File: config.mk
export PLATFORM = sky130hd
export DESIGN_NAME = apb_req_scheduler_flat
export DESIGN_NICKNAME = d
export VERILOG_FILES = /design/src/rtl/apb_req_scheduler_pkg.sv /design/src/rtl/apb_req_scheduler_if.sv /design/src/rtl/apb_req_scheduler_arb.sv /design/src/rtl/apb_req_scheduler.sv /design/src/flat_wrapper.sv
export SDC_FILE = /design/constraint.sdc
export NUM_CORES = 1
export LEC_CHECK = 0
export ABC_CLOCK_PERIOD_IN_PS = 2700
export BUFFER_PORTS_ARGS = -buffer_cell sky130_fd_sc_hd__buf_2
export CAP_MARGIN = 5
export CORE_AREA = 2 2 128 130
export DETAILED_ROUTE_END_ITERATION = 10
export DIE_AREA = 0 0 130 132
export GPL_TIMING_DRIVEN = 0
export PLACE_DENSITY = 0.6
export SETUP_SLACK_MARGIN = 0.4
export SLEW_MARGIN = 20
export SYNTH_ARGS = -nofsm -noshare
export SYNTH_HDL_FRONTEND = slang
export SYNTH_SLANG_ARGS = --single-unit
export TNS_END_PERCENT = 30
File: constraint.sdc
create_clock -name HCLK -period 2.7 [get_ports HCLK]
set_input_delay 0.135 -clock HCLK [delete_from_list [all_inputs] [get_ports HCLK]]
set_output_delay 0.135 -clock HCLK [all_outputs]
set_load 0.01 [all_outputs]
File: src/rtl/apb_req_scheduler_pkg.sv
// Shared types for the APB request scheduler: FSM state encoding and a
// constant-evaluable clog2 used to size index and counter fields.
package apb_sched_pkg;

  typedef enum logic [1:0] {
    IDLE   = 2'd0,
    SETUP  = 2'd1,
    ACCESS = 2'd2
  } sched_state_t;

  function automatic int clog2(input int value);
    int width;
    width = 0;
    while ((1 << width) < value) width++;
    return width;
  endfunction

endpackage

File: src/rtl/apb_req_scheduler_if.sv
// APB3 bus bundle between the scheduler (master) and the shared peripheral
// bus (slave).
interface apb_req_scheduler_if #(
  parameter int ADDRWIDTH = 16,
  parameter int DATAWIDTH = 32
);

  logic                 PSEL;
  logic                 PENABLE;
  logic                 PWRITE;
  logic [ADDRWIDTH-1:0] PADDR;
  logic [DATAWIDTH-1:0] PWDATA;
  logic [DATAWIDTH-1:0] PRDATA;
  logic                 PREADY;
  logic                 PSLVERR;

  modport master (
    output PSEL, PENABLE, PWRITE, PADDR, PWDATA,
    input  PRDATA, PREADY, PSLVERR
  );

  modport slave (
    input  PSEL, PENABLE, PWRITE, PADDR, PWDATA,
    output PRDATA, PREADY, PSLVERR
  );

endinterface

File: src/rtl/apb_req_scheduler_arb.sv
// Combinational round-robin pick: lowest requester strictly above the
// pointer wins, otherwise wrap around to the lowest requester overall.
module apb_rr_arbiter
  import apb_sched_pkg::*;
#(
  parameter int NUM_REQ = 4,
  parameter int IDX_W   = clog2(NUM_REQ)
) (
  input  logic [NUM_REQ-1:0] req,
  input  logic [IDX_W-1:0]   ptr,
  output logic [NUM_REQ-1:0] grant,
  output logic [IDX_W-1:0]   idx
);

  logic             hi_any;
  logic             lo_any;
  logic [IDX_W-1:0] hi_idx;
  logic [IDX_W-1:0] lo_idx;

  // Scanning downward leaves the lowest matching index in each candidate
  always_comb begin
    hi_any = 1'b0;
    lo_any = 1'b0;
    hi_idx = '0;
    lo_idx = '0;
    for (int i = NUM_REQ - 1; i >= 0; i--) begin
      if (req[i]) begin
        lo_any = 1'b1;
        lo_idx = IDX_W'(i);
        if (i > int'(ptr)) begin
          hi_any = 1'b1;
          hi_idx = IDX_W'(i);
        end
      end
    end
    idx   = hi_any ? hi_idx : lo_idx;
    grant = lo_any ? (NUM_REQ'(1) << idx) : '0;
  end

endmodule

File: src/rtl/apb_req_scheduler.sv
// Round-robin scheduler sharing one APB3 master port between NUM_REQ requesters.
// Define APB_TIMEOUT_EN to abort ACCESS after TIMEOUT_CYCLES enabled wait edges.
module apb_req_scheduler
  import apb_sched_pkg::*;
#(
  parameter  int NUM_REQ        = 4,
  parameter  int ADDRWIDTH      = 16,
  parameter  int DATAWIDTH      = 32,
  parameter  int TIMEOUT_CYCLES = 256,
  localparam int IDX_W          = clog2(NUM_REQ)
) (
  input  logic                           HCLK,
  input  logic                           HRESETn,
  input  logic                           PCLKEN,
  input  logic [NUM_REQ-1:0]             req_valid,
  input  logic [NUM_REQ-1:0]             req_write,
  input  logic [NUM_REQ*ADDRWIDTH-1:0]   req_addr,
  input  logic [NUM_REQ*DATAWIDTH-1:0]   req_wdata,
  output logic [NUM_REQ-1:0]             req_ready,
  output logic [DATAWIDTH-1:0]           rsp_rdata,
  output logic                           rsp_err,
  output logic                           busy,
  output logic [IDX_W-1:0]               grant_id,
  apb_req_scheduler_if.master            apb
);

  sched_state_t         state;
  logic [IDX_W-1:0]     rr_ptr;
  logic [IDX_W-1:0]     pick_idx;
  logic [NUM_REQ-1:0]   pick_grant;
  logic                 pick_any;
  logic                 complete;
  logic                 abort;
  logic                 done;
  logic                 psel_q;
  logic                 penable_q;
  logic                 pwrite_q;
  logic [ADDRWIDTH-1:0] paddr_q;
  logic [DATAWIDTH-1:0] pwdata_q;
  logic [ADDRWIDTH-1:0] addr_arr  [NUM_REQ];
  logic [DATAWIDTH-1:0] wdata_arr [NUM_REQ];

  for (genvar g = 0; g < NUM_REQ; g++) begin : g_unpack
    assign addr_arr[g]  = req_addr[g*ADDRWIDTH +: ADDRWIDTH];
    assign wdata_arr[g] = req_wdata[g*DATAWIDTH +: DATAWIDTH];
  end

  apb_rr_arbiter #(
    .NUM_REQ (NUM_REQ),
    .IDX_W   (IDX_W)
  ) u_arb (
    .req   (req_valid),
    .ptr   (rr_ptr),
    .grant (pick_grant),
    .idx   (pick_idx)
  );

  assign pick_any = |pick_grant;
  assign complete = (state == ACCESS) && PCLKEN && apb.PREADY;
  assign done     = complete || abort;

`ifdef APB_TIMEOUT_EN
  localparam int TO_W = clog2(TIMEOUT_CYCLES) + 1;

  logic [TO_W-1:0] wait_cnt;

  assign abort = (state == ACCESS) && PCLKEN && !apb.PREADY &&
                 (wait_cnt == TO_W'(TIMEOUT_CYCLES - 1));

  always_ff @(posedge HCLK or negedge HRESETn) begin
    if (!HRESETn) begin
      wait_cnt <= '0;
    end else if (PCLKEN) begin
      if (state == SETUP) begin
        wait_cnt <= '0;
      end else if ((state == ACCESS) && !apb.PREADY && !abort) begin
        wait_cnt <= wait_cnt + 1'b1;
      end
    end
  end
`else
  logic unused_timeout;

  assign abort          = 1'b0;
  assign unused_timeout = (TIMEOUT_CYCLES != 0);
`endif

  // Payload is latched at grant so a requester dropping valid mid-transfer is harmless
  always_ff @(posedge HCLK or negedge HRESETn) begin
    if (!HRESETn) begin
      state     <= IDLE;
      psel_q    <= 1'b0;
      penable_q <= 1'b0;
      pwrite_q  <= 1'b0;
      paddr_q   <= '0;
      pwdata_q  <= '0;
      grant_id  <= '0;
      rr_ptr    <= IDX_W'(NUM_REQ - 1);
    end else if (PCLKEN) begin
      case (state)
        IDLE: begin
          if (pick_any) begin
            state     <= SETUP;
            psel_q    <= 1'b1;
            penable_q <= 1'b0;
            pwrite_q  <= req_write[pick_idx];
            paddr_q   <= addr_arr[pick_idx];
            pwdata_q  <= wdata_arr[pick_idx];
            grant_id  <= pick_idx;
            rr_ptr    <= pick_idx;
          end
        end
        SETUP: begin
          state     <= ACCESS;
          penable_q <= 1'b1;
        end
        ACCESS: begin
          if (done) begin
            state     <= IDLE;
            psel_q    <= 1'b0;
            penable_q <= 1'b0;
          end
        end
        default: begin
          state     <= IDLE;
          psel_q    <= 1'b0;
          penable_q <= 1'b0;
        end
      endcase
    end
  end

  assign apb.PSEL    = psel_q;
  assign apb.PENABLE = penable_q;
  assign apb.PWRITE  = pwrite_q;
  assign apb.PADDR   = paddr_q;
  assign apb.PWDATA  = pwdata_q;

  assign busy      = (state != IDLE);
  assign req_ready = done ? (NUM_REQ'(1) << grant_id) : '0;
  assign rsp_rdata = (complete && !pwrite_q) ? apb.PRDATA : '0;
  assign rsp_err   = complete ? apb.PSLVERR : abort;

endmodule

File: src/flat_wrapper.sv
// flat-port wrapper written by rule: the top's interface ports become plain ports
module apb_req_scheduler_flat import apb_sched_pkg::*;
#(
  parameter  int NUM_REQ        = 4,
  parameter  int ADDRWIDTH      = 16,
  parameter  int DATAWIDTH      = 32,
  parameter  int TIMEOUT_CYCLES = 256,
  localparam int IDX_W          = clog2(NUM_REQ)
)
  (HCLK, HRESETn, PCLKEN, req_valid, req_write, req_addr, req_wdata, req_ready, rsp_rdata, rsp_err, busy, grant_id, apb_PSEL, apb_PENABLE, apb_PWRITE, apb_PADDR, apb_PWDATA, apb_PRDATA, apb_PREADY, apb_PSLVERR);
  apb_req_scheduler_if #(.ADDRWIDTH(ADDRWIDTH), .DATAWIDTH(DATAWIDTH)) apb_i ();
  input  logic HCLK;
  input  logic HRESETn;
  input  logic PCLKEN;
  input  logic [NUM_REQ-1:0] req_valid;
  input  logic [NUM_REQ-1:0] req_write;
  input  logic [NUM_REQ*ADDRWIDTH-1:0] req_addr;
  input  logic [NUM_REQ*DATAWIDTH-1:0] req_wdata;
  output logic [NUM_REQ-1:0] req_ready;
  output logic [DATAWIDTH-1:0] rsp_rdata;
  output logic rsp_err;
  output logic busy;
  output logic [IDX_W-1:0] grant_id;
  output wire logic [$bits(apb_i.PSEL)-1:0] apb_PSEL;
  output wire logic [$bits(apb_i.PENABLE)-1:0] apb_PENABLE;
  output wire logic [$bits(apb_i.PWRITE)-1:0] apb_PWRITE;
  output wire logic [$bits(apb_i.PADDR)-1:0] apb_PADDR;
  output wire logic [$bits(apb_i.PWDATA)-1:0] apb_PWDATA;
  input wire logic [$bits(apb_i.PRDATA)-1:0] apb_PRDATA;
  input wire logic [$bits(apb_i.PREADY)-1:0] apb_PREADY;
  input wire logic [$bits(apb_i.PSLVERR)-1:0] apb_PSLVERR;
  assign apb_PSEL = apb_i.PSEL;
  assign apb_PENABLE = apb_i.PENABLE;
  assign apb_PWRITE = apb_i.PWRITE;
  assign apb_PADDR = apb_i.PADDR;
  assign apb_PWDATA = apb_i.PWDATA;
  assign apb_i.PRDATA = apb_PRDATA;
  assign apb_i.PREADY = apb_PREADY;
  assign apb_i.PSLVERR = apb_PSLVERR;
  apb_req_scheduler #(.NUM_REQ(NUM_REQ), .ADDRWIDTH(ADDRWIDTH), .DATAWIDTH(DATAWIDTH), .TIMEOUT_CYCLES(TIMEOUT_CYCLES)) u_core (.HCLK(HCLK), .HRESETn(HRESETn), .PCLKEN(PCLKEN), .req_valid(req_valid), .req_write(req_write), .req_addr(req_addr), .req_wdata(req_wdata), .req_ready(req_ready), .rsp_rdata(rsp_rdata), .rsp_err(rsp_err), .busy(busy), .grant_id(grant_id), .apb(apb_i));
endmodule
==> results.ini <==
[yosys]
synth-adder-area-share_pct = 0
syn_inst = 475
ys_top_cells_by_area = dfrtp_1 31%, o211ai_2 14%, mux2i_1 12%, a21o_1 8.8%, o21ai_0 6.1%
synth_area_mm2 = 0.00435
yosys_warnings = 0
synth-simple-area-share_pct = 18.8
synth_cell_types = 34
synth_compound_area_share_pct = 30.4
synth_seq_cells = 56
synth_mux_area_share_pct = 11.5
syn_avg_cell_area_um2 = 9.16
synthXorXnorAreaFrac_pct = 0
syn_nets = 712
synth_top_area_share_pct = 31.1
synth_area_leader_cell = dfrtp_1
synth_top_family_by_area = compound AO/OA/AOI/OAI gates
seq_area_frac_synth_pct = 32.3

[route]
num_vias = 4794
antenna_left = 0
drt-initial-drc-count = 150
vias_per_cell = 4.65
wire_per_inst_um = 15.5
drc_errors = 0
wl_um = 16000
firstDrtPassIters = 4

[clock_network]
cts_made_buffers = 5
cts_tree = done
clockRootBuffer = clkbuf_16
clkTransAtPathRegs_ns = 0.07
cts.sinks = 56
insertion_delay_ns = 0.30
htreeDepth = 2
cts_max_path_buffers = 2

[timing]
finalSetupTns_ns = 0
period_needed_ns = 2.21
finalSetupViolCount = 0
clock_skew_ns = 0.00707
fmax_ghz = 0.452
rsz0062_at_grt = true
hold_viol = 0
relSlewSlack_pct = 50.6
hold_ws_ns = 0.0538
maxSlewViolCount = 0
period_share_pct = 82.0
fin_ws_ns = 0.487
worstMarginPinSlew_ns = 0.740

[global_routing]
grt_max_degree = 57
antenna_found_initial = 0
grt_pass1_vias = 4701
grt_overflow = 0
track_usage_pct = 17.9
grt_pass1_wl_um = 24200

[place]
routabilityCongestion = 0.769
io_buffers = 327
hpwl_um = 12800
pre_cts_ws_ns = 0.228

[power]
p_sw_uw = 2330
pwr-share-clk_pct = 12.5
power.density_mw_per_mm2 = 837
power_frac_seq_pct = 27.3
p_int_uw = 3110
switching_share_pct = 42.8
p_leak_uw = 0.00351
pwr-share-comb_pct = 60.2
finalPower_uw = 5440
max-vdd-ir-drop_mv = 0.313

[critical_path]
slowest_delay_ns = 0.53
worstSetupPathType = register to register
crit_path_end_kind = register
cp_data_arrival_time_ns = 2.39
path_cells = buf_6 -> mux2i_2 -> o2bb2ai_2 -> buf_6 -> nor2_8 -> buf_12 -> buf_12 -> mux2i_1 -> o211ai_2
start_kind = register
critical_path.max_fanout = 10
cp.buffers_inverters = 4
cpMaxStageDelayCell = dfstp_2
cp.required_ns = 2.87
crit_family = buffers and inverters

[cells_and_area]
areaGrowthSynthToFinish_pct = 49.4
diodes = 0
layout_common_cells = 339 x buf_2, 60 x nand2_1, 54 x dfrtp_1
final_layout_size_suffix_gt1_share_pct = 52.1
nets = 1052
final_core_util_pct = 41.4
final_common_cell = buf_2

[die]
die_w_um = 130
die_h_um = 132
io-pin-count = 328
die_area_mm2 = 0.0172
rows = 46
initial_core_util_pct = 27.7
coreArea_mm2 = 0.0157

[worst_hold_path]
worstHoldPathType = input port to register

[status]
status = finished, final reports clean

[flow_run]
maxCapViolCount = 0

flip-flops by register name (all words and copies together), names as in the netlist:
name and count:
u_core.apb.PADDR 16, u_core.apb.PSEL 1, u_core.apb.PWDATA 32, u_core.apb.PWRITE 1, u_core.grant_id 2, u_core.rr_ptr 2
u_core.state 2
worst register-to-register path, stage by stage (launching register included):
cell	delay [ns]
dfstp_2	0.53
buf_6	0.12
mux2i_2	0.28
o2bb2ai_2	0.19
buf_6	0.20
nor2_8	0.11
buf_12	0.12
buf_12	0.14
mux2i_1	0.30
o211ai_2	0.10
power groups by stage:
| stage | clock (uW) | combinational, uW | sequential (uW) |
|---|---|---|---|
| floorplan | 0 | 1950 | 1650 |
| global placement | 0 | 3200 | 1490 |
| detailed placement | 0 | 3250 | 1490 |
| CTS | 703 | 3330 | 1490 |
| global route | 734 | 3610 | 1540 |
| finish | 678 | 3270 | 1490 |
through the flow:
stage	cells	cell area (um^2)
2_1_floorplan	475	4350
3_3_place_gp	1018	6260
3_5_place_dp	1018	6260
4_1_cts	1032	6490
5_1_grt	1032	6500
6_report	1032	6500
repair_timing:
item | CTS | global route
pin swaps | 2 | 0
setup buffers | 5 | 0
resized for setup | 1 | 9
cloned | 0 | 0
hold buffers | 1 | 0
setup endpoints to repair | 48 | 76
endpoints found under the hold margin | 54 | 0
synthesized netlist by cell type:
cell and n:
or2_1 1, or2_2 1, dfrtp_1 54, o21ai_0 53, and2b_1 1, or4_4 1
clkbuf_1 22, nor3b_1 1, o211ai_2 48, and3_1 2, nor3_1 1, and2_1 33
nand3b_4 1, inv_1 1, nand2_1 60, mux2i_1 50, a2bb2oi_2 1, dfstp_2 2
a21oi_4 1, a31oi_1 1, a21oi_1 3, nand2b_1 1, nand3b_1 1, o211ai_1 1
buf_4 1, o2bb2ai_1 1, o21bai_1 1, a21o_1 51, buf_2 13, buf_12 5
nor2_1 7, nand3_1 50, nor2_8 1, buf_6 4
worst paths after layout:
check / start / to / slack (ns) / depth (start not counted)
setup / recovery: u_core.rr_ptr[1] / u_core.apb.PWDATA[18] / 0.49 / 9
hold / removal: PCLKEN / u_core.state[0] / 0.05 / 2
setup reg to reg: u_core.rr_ptr[1] / u_core.apb.PWDATA[18] / 0.49 / 9
hold reg to reg: u_core.apb.PWDATA[18] / u_core.apb.PWDATA[18] / 0.49 / 2
max in group asynchronous: HRESETn / u_core.apb.PWDATA[30] / 1.78 / 2
min in group asynchronous: HRESETn / u_core.apb.PWDATA[7] / 0.43 / 2
cell type report:
cell class	count	area, um^2
Multi-Input combinational cell	373	2660
Buffer	45	305
Clock inverter	1	7.51
Inverter	1	3.75
Clock buffer	7	143
Tap cell	216	270
Sequential cell	56	1400
Timing Repair Buffer	333	1710
Fill cell	1600	9210
metal layers:
layer	GRT usage [%]	part of all wire, %	vias to the layer above
li1	-	-	2390
met1	21.4	41	2178
met2	32.3	50	202
met3	3.45	7.1	24
met4	5.02	1.9	0
met5	0	0	-
cell families after synthesis:
logic type,Yosys count
DFF,56
muxes,50
AOI/OAI and AO/OA,161
and+or+nand+nor,162
buffers and inverters,46
Power figures use the tool's default switching activity.
